File: config.mk
export PLATFORM = sky130hd
export DESIGN_NAME = interrupt_controller
export DESIGN_NICKNAME = d
export VERILOG_FILES = /design/src/rtl/gb_bus_pkg.sv /design/src/rtl/priority_encoder_lsb.sv /design/src/rtl/interrupt_controller.sv
export SDC_FILE = /design/constraint.sdc
export NUM_CORES = 1
export LEC_CHECK = 0
export ABC_AREA = 1
export CAP_MARGIN = 30
export CORE_MARGIN = 2
export CORE_UTILIZATION = 44
export CTS_BUF_LIST = sky130_fd_sc_hd__clkbuf_8
export CTS_CLUSTER_DIAMETER = 200
export DETAILED_ROUTE_END_ITERATION = 10
export PLACE_DENSITY = 0.88
export SYNTH_ARGS = -nofsm -noshare
export SYNTH_HDL_FRONTEND = slang
export SYNTH_SLANG_ARGS = --single-unit
File: constraint.sdc
create_clock -name i_Clk -period 3.3 [get_ports i_Clk]
set_input_delay 0.825 -clock i_Clk [delete_from_list [all_inputs] [get_ports i_Clk]]
set_output_delay 0.825 -clock i_Clk [all_outputs]
set_load 0.005 [all_outputs]
File: src/rtl/gb_bus_pkg.sv
// Shared bus constants for memory-side responders on the 8-bit OR bus.
// Holds register addresses, interrupt vector layout and the ack FSM encoding.
package gb_bus_pkg;

  localparam logic [15:0] ADDR_IF = 16'hFF0F;
  localparam logic [15:0] ADDR_IE = 16'hFFFF;

  localparam logic [15:0] INT_VECTOR_BASE   = 16'h0040;
  localparam int          INT_VECTOR_STRIDE = 8;

  localparam int IRQ_VBLANK = 0;
  localparam int IRQ_STAT   = 1;
  localparam int IRQ_TIMER  = 2;
  localparam int IRQ_SERIAL = 3;
  localparam int IRQ_JOYPAD = 4;

  localparam logic [0:0] ACK_IDLE = 1'b0;
  localparam logic [0:0] ACK_BUSY = 1'b1;

endpackage

File: src/rtl/priority_encoder_lsb.sv
// Lowest-set-bit priority encoder: bit 0 wins.
// Purely combinational; valid is low when no input bit is set.
module priority_encoder_lsb #(
  parameter int N  = 5,
  parameter int IW = (N > 1) ? $clog2(N) : 1
) (
  input  logic [N-1:0]  req,
  output logic [IW-1:0] idx,
  output logic          valid
);

  always_comb begin
    idx   = '0;
    valid = |req;
    for (int i = N - 1; i >= 0; i--) begin
      if (req[i]) idx = IW'(i);
    end
  end

endmodule

File: src/rtl/interrupt_controller.sv
// IF/IE register responder with lowest-index-first acknowledge and vectoring.
// Define INTC_EDGE_DETECT_EN for edge-triggered request capture (level otherwise).
module interrupt_controller
  import gb_bus_pkg::*;
#(
  parameter int          NUM_IRQ       = 5,
  parameter logic [15:0] VECTOR_BASE   = INT_VECTOR_BASE,
  parameter int          VECTOR_STRIDE = INT_VECTOR_STRIDE
) (
  input  logic               i_Clk,
  input  logic               i_Rst_n,
  input  logic               i_Enable,
  input  logic [15:0]        i_Address,
  input  logic               i_Address_Out,
  input  logic               i_Bus_Out,
  input  logic               i_Bus_In,
  input  logic [7:0]         i_Bus,
  output logic [7:0]         o_Bus,
  input  logic [NUM_IRQ-1:0] i_Requests,
  output logic [NUM_IRQ-1:0] o_Interrupts,
  input  logic               i_Handle_Interrupt,
  output logic [15:0]        o_Vector
);

  localparam int IW = (NUM_IRQ > 1) ? $clog2(NUM_IRQ) : 1;

  logic [NUM_IRQ-1:0] if_q;
  logic [7:0]         ie_q;
  logic [0:0]         state_q;

  logic               sel_if;
  logic               sel_ie;
  logic               wr_if;
  logic               wr_ie;
  logic [NUM_IRQ-1:0] pending;
  logic [NUM_IRQ-1:0] rise;
  logic [NUM_IRQ-1:0] ack_clear;
  logic [NUM_IRQ-1:0] if_base;
  logic [IW-1:0]      idx;
  logic               idx_valid;
  logic               take_ack;
  logic [15:0]        vec_next;

  assign sel_if = i_Address_Out & (i_Address == ADDR_IF);
  assign sel_ie = i_Address_Out & (i_Address == ADDR_IE);
  assign wr_if  = sel_if & i_Bus_Out;
  assign wr_ie  = sel_ie & i_Bus_Out;

  assign pending      = if_q & ie_q[NUM_IRQ-1:0];
  assign o_Interrupts = pending;

  always_comb begin
    o_Bus = 8'h00;
    unique case (1'b1)
      sel_if & i_Bus_In: o_Bus = {{(8 - NUM_IRQ){1'b1}}, if_q};
      sel_ie & i_Bus_In: o_Bus = ie_q;
      default:           o_Bus = 8'h00;
    endcase
  end

`ifdef INTC_EDGE_DETECT_EN
  logic [NUM_IRQ-1:0] req_prev;

  always_ff @(posedge i_Clk or negedge i_Rst_n) begin
    if (!i_Rst_n) begin
      req_prev <= '0;
    end else if (i_Enable) begin
      req_prev <= i_Requests;
    end
  end

  assign rise = i_Requests & ~req_prev;
`else
  assign rise = i_Requests;
`endif

  priority_encoder_lsb #(
    .N  (NUM_IRQ),
    .IW (IW)
  ) u_prio (
    .req   (pending),
    .idx   (idx),
    .valid (idx_valid)
  );

  // Only the IDLE->ACK edge clears; a long strobe cannot eat more flags.
  assign take_ack  = (state_q == ACK_IDLE) & i_Handle_Interrupt;
  assign ack_clear = (take_ack & idx_valid)
                   ? (NUM_IRQ'(1) << idx) : '0;

  assign vec_next = idx_valid
                  ? VECTOR_BASE + 16'(VECTOR_STRIDE) * 16'(idx)
                  : 16'h0000;

  assign if_base = wr_if ? i_Bus[NUM_IRQ-1:0] : if_q;

  always_ff @(posedge i_Clk or negedge i_Rst_n) begin
    if (!i_Rst_n) begin
      if_q     <= '0;
      ie_q     <= 8'h00;
      state_q  <= ACK_IDLE;
      o_Vector <= 16'h0000;
    end else if (i_Enable) begin
      if_q <= (if_base & ~ack_clear) | rise;
      if (wr_ie) ie_q <= i_Bus;
      unique case (state_q)
        ACK_IDLE: begin
          if (i_Handle_Interrupt) begin
            state_q  <= ACK_BUSY;
            o_Vector <= vec_next;
          end
        end
        ACK_BUSY: begin
          if (!i_Handle_Interrupt) state_q <= ACK_IDLE;
        end
        default: state_q <= ACK_IDLE;
      endcase
    end
  end

endmodule

==> impl_metrics.tcl <==
set metrics [dict create \
    yosys.area.top_type "dfrtp_1" \
    drtAntennaViolNets 0 \
    dieArea_um2 3302 \
    cts.path.max_buffers 2 \
    hold_class "reg -> reg" \
    crit_chain "clkdlybuf4s50_1 > nand2_1 > inv_1 > nand2_2 > nor2_8 > and3_4 > buf_4 > nand3_1 > o21ai_0 > dlygate4sd2_1" \
    postSynthAreaPerCell_um2 7.064 \
    period_share 0.9735 \
    netlist-cell-type-count 22 \
    start_util 0.4600 \
    ys_top_cells_by_area "dfrtp_1, nand2_1, nand3_1" \
    crit_arrival_ns 2.39 \
    worst-path-max-fanout 5 \
    tightestPinTransition_ns 0.8361 \
    areaGrowthSynthToFinish_pct 49.35 \
    grt_pass1_vias 1252 \
    final_cell_mix "nand2_1, clkdlybuf4s50_1, inv_1, nand3_1, dfrtp_1" \
    initialDrtViolationCount 64 \
    place_area_um2 1767 \
    drv_cap 0 \
    num_rows 19 \
    ir_worst_vdd_mv 0.2253 \
    drive_gt1_frac 0.1308 \
    cts.sinks 18 \
    post-route-min-period_ns 3.212 \
    dpl_worst_slack_ns -0.1567 \
    finalClockSkew_ns 0.001324 \
    die_w_um 57.46 \
    wl_per_cell_um 12.68 \
    grt_max_degree 19 \
    setup-violations-final 0 \
    syn_area_um2 1257 \
    io_pins 65 \
    fill_cells 241 \
    postSynthCellCount 178 \
    synth_seq_cells 18 \
    worstSetupStartpointType "input pin" \
    drv_slew 0 \
    core_um2 2734 \
    grtUsageTotal 0.2105 \
    synth_top_area_share 0.3582 \
    rsz0062_at_grt "no" \
    cellPowerDensity_nw_per_um2 255.2 \
    placedCellCount 260 \
    die_y_um 57.46 \
    final_cells 268 \
    routed-via-count 1343 \
    final-hold-violation-count 0 \
    slowest_delay_ns 0.45 \
    seq_area_frac_synth 0.3582 \
    yosys_warnings 0 \
    status "complete, no violations" \
    layout_commonest_cell "nand2_1" \
    max_freq_ghz 0.3113 \
    crit_type "in -> out" \
    dp_hpwl_um 2483 \
    cts_tree "done" \
    final_area_um2 1878 \
    leakage_nw 1.099 \
    io_buffer_count 52 \
    cts_buffers 3 \
    diodes 0 \
    cts.clk_slew.worst_paths_ns 0.07 \
    cpMaxStageDelayCell "clkdlybuf4s50_1" \
    htreeDepth 1 \
    gp_congestion 0.9030 \
    utilization 0.6870 \
    cp-end-kind "output port" \
    total_power_w 0.0004792 \
    viasPerCell 5.011 \
    grt_pass1_wl_um 5361 \
    fin_nets 274 \
    cts_root_buffer "clkbuf_8" \
    max-slew-margin-rel 0.4408 \
    grt-ovfl-total 0 \
    drcViolationCount 0 \
    antenna_found_initial 0 \
    worst_slack_ns 0.08755 \
    firstDrtPassIters 4 \
    worstPathRequired_ns 2.47 \
    wl_um 3397 \
    clk_latency_ns 0.25 \
]
timing repair:
action	4_1_cts	5_1_grt
hold buffers	0	0
resized for setup	10	8
cloned	1	0
setup buffers	0	3
pin swaps	1	4
endpoints found under the setup margin	8	3
final cells by class:
cell class,instances,area (um^2),share of cell area
Multi-Input combinational cell,130,653.1,0.3478
Timing Repair Buffer,59,583.1,0.3105
Sequential cell,18,450.4,0.2398
Inverter,26,97.59,0.05197
Clock buffer,4,55.05,0.02931
Tap cell,31,38.79,0.02065
where the power goes:
part,switching (W),internal (W),total [W]
Combinational,0.0000324,0.0000415,0.0000738
Sequential,0.000000781,0.000222,0.000222
Clock,0.0000769,0.000106,0.000183
final timing paths:
kind / from / endpoint / slack [ns] / cells past startpoint
worst max-delay path: i_Address[11] / o_Bus[3] / 0.09 / 10
max in group asynchronous: i_Rst_n / ie_q[3] / 1.74 / 1
worst min-delay path: ie_q[5] / ie_q[5] / 0.48 / 2
worst min register to register: ie_q[5] / ie_q[5] / 0.48 / 2
worst max register to register: ie_q[0] / if_q[2] / 2.04 / 7
min in group asynchronous: i_Rst_n / if_q[4] / 1.05 / 1
stage by stage:
step | TNS (ns) | hold slack (ns)
after floorplan | 0 | 0.4425
after global placement | -0.3426 | 0.4550
after detailed placement | -0.5253 | 0.4625
after CTS | 0 | 0.4787
after global routing | 0 | 0.5117
final | 0 | 0.4766
cells in the mapped netlist (all sizes together):
| master | number |
|---|---|
| inv | 26 |
| buf | 15 |
| clkbuf | 1 |
| nand2 | 49 |
| conb | 1 |
| nor2 | 19 |
| a21oi | 5 |
| dfrtp | 18 |
| o31ai | 1 |
| nand3 | 21 |
| nand4 | 8 |
| nor3 | 1 |
| and3 | 1 |
| o21ai | 12 |
registers in the layout, indices dropped and copies added, names as in the netlist:
| name | count |
|---|---|
| ie_q | 8 |
| if_q | 5 |
| o_Vector | 4 |
| state_q | 1 |
logic make-up after synthesis:
kind of cell / Yosys count / synth area share
compound gates: 18 / 0.08855
buf+inv: 42 / 0.1741
flops: 18 / 0.3582
other cells: 1 / 0.002982
simple gates: 99 / 0.3761
critical path: cells and delay by family:
kind | cells | cell delay [ns]
AO/OA/AOI/OAI | 1 | 0.08
buffers and inverters | 4 | 0.96
AND/OR/NAND/NOR | 5 | 0.52
per-layer routing:
layer | global-route usage | part of all wire | wire length (um) | vias to the layer above
met5 | 0 | 0 | 0 | -
met4 | 0.1130 | 0.025 | 86 | 0
met3 | 0.01587 | 0.061 | 206 | 10
met2 | 0.3588 | 0.51 | 1729 | 52
met1 | 0.2636 | 0.40 | 1374 | 617
li1 | - | - | - | 664
(Power assumes the default switching activity.)
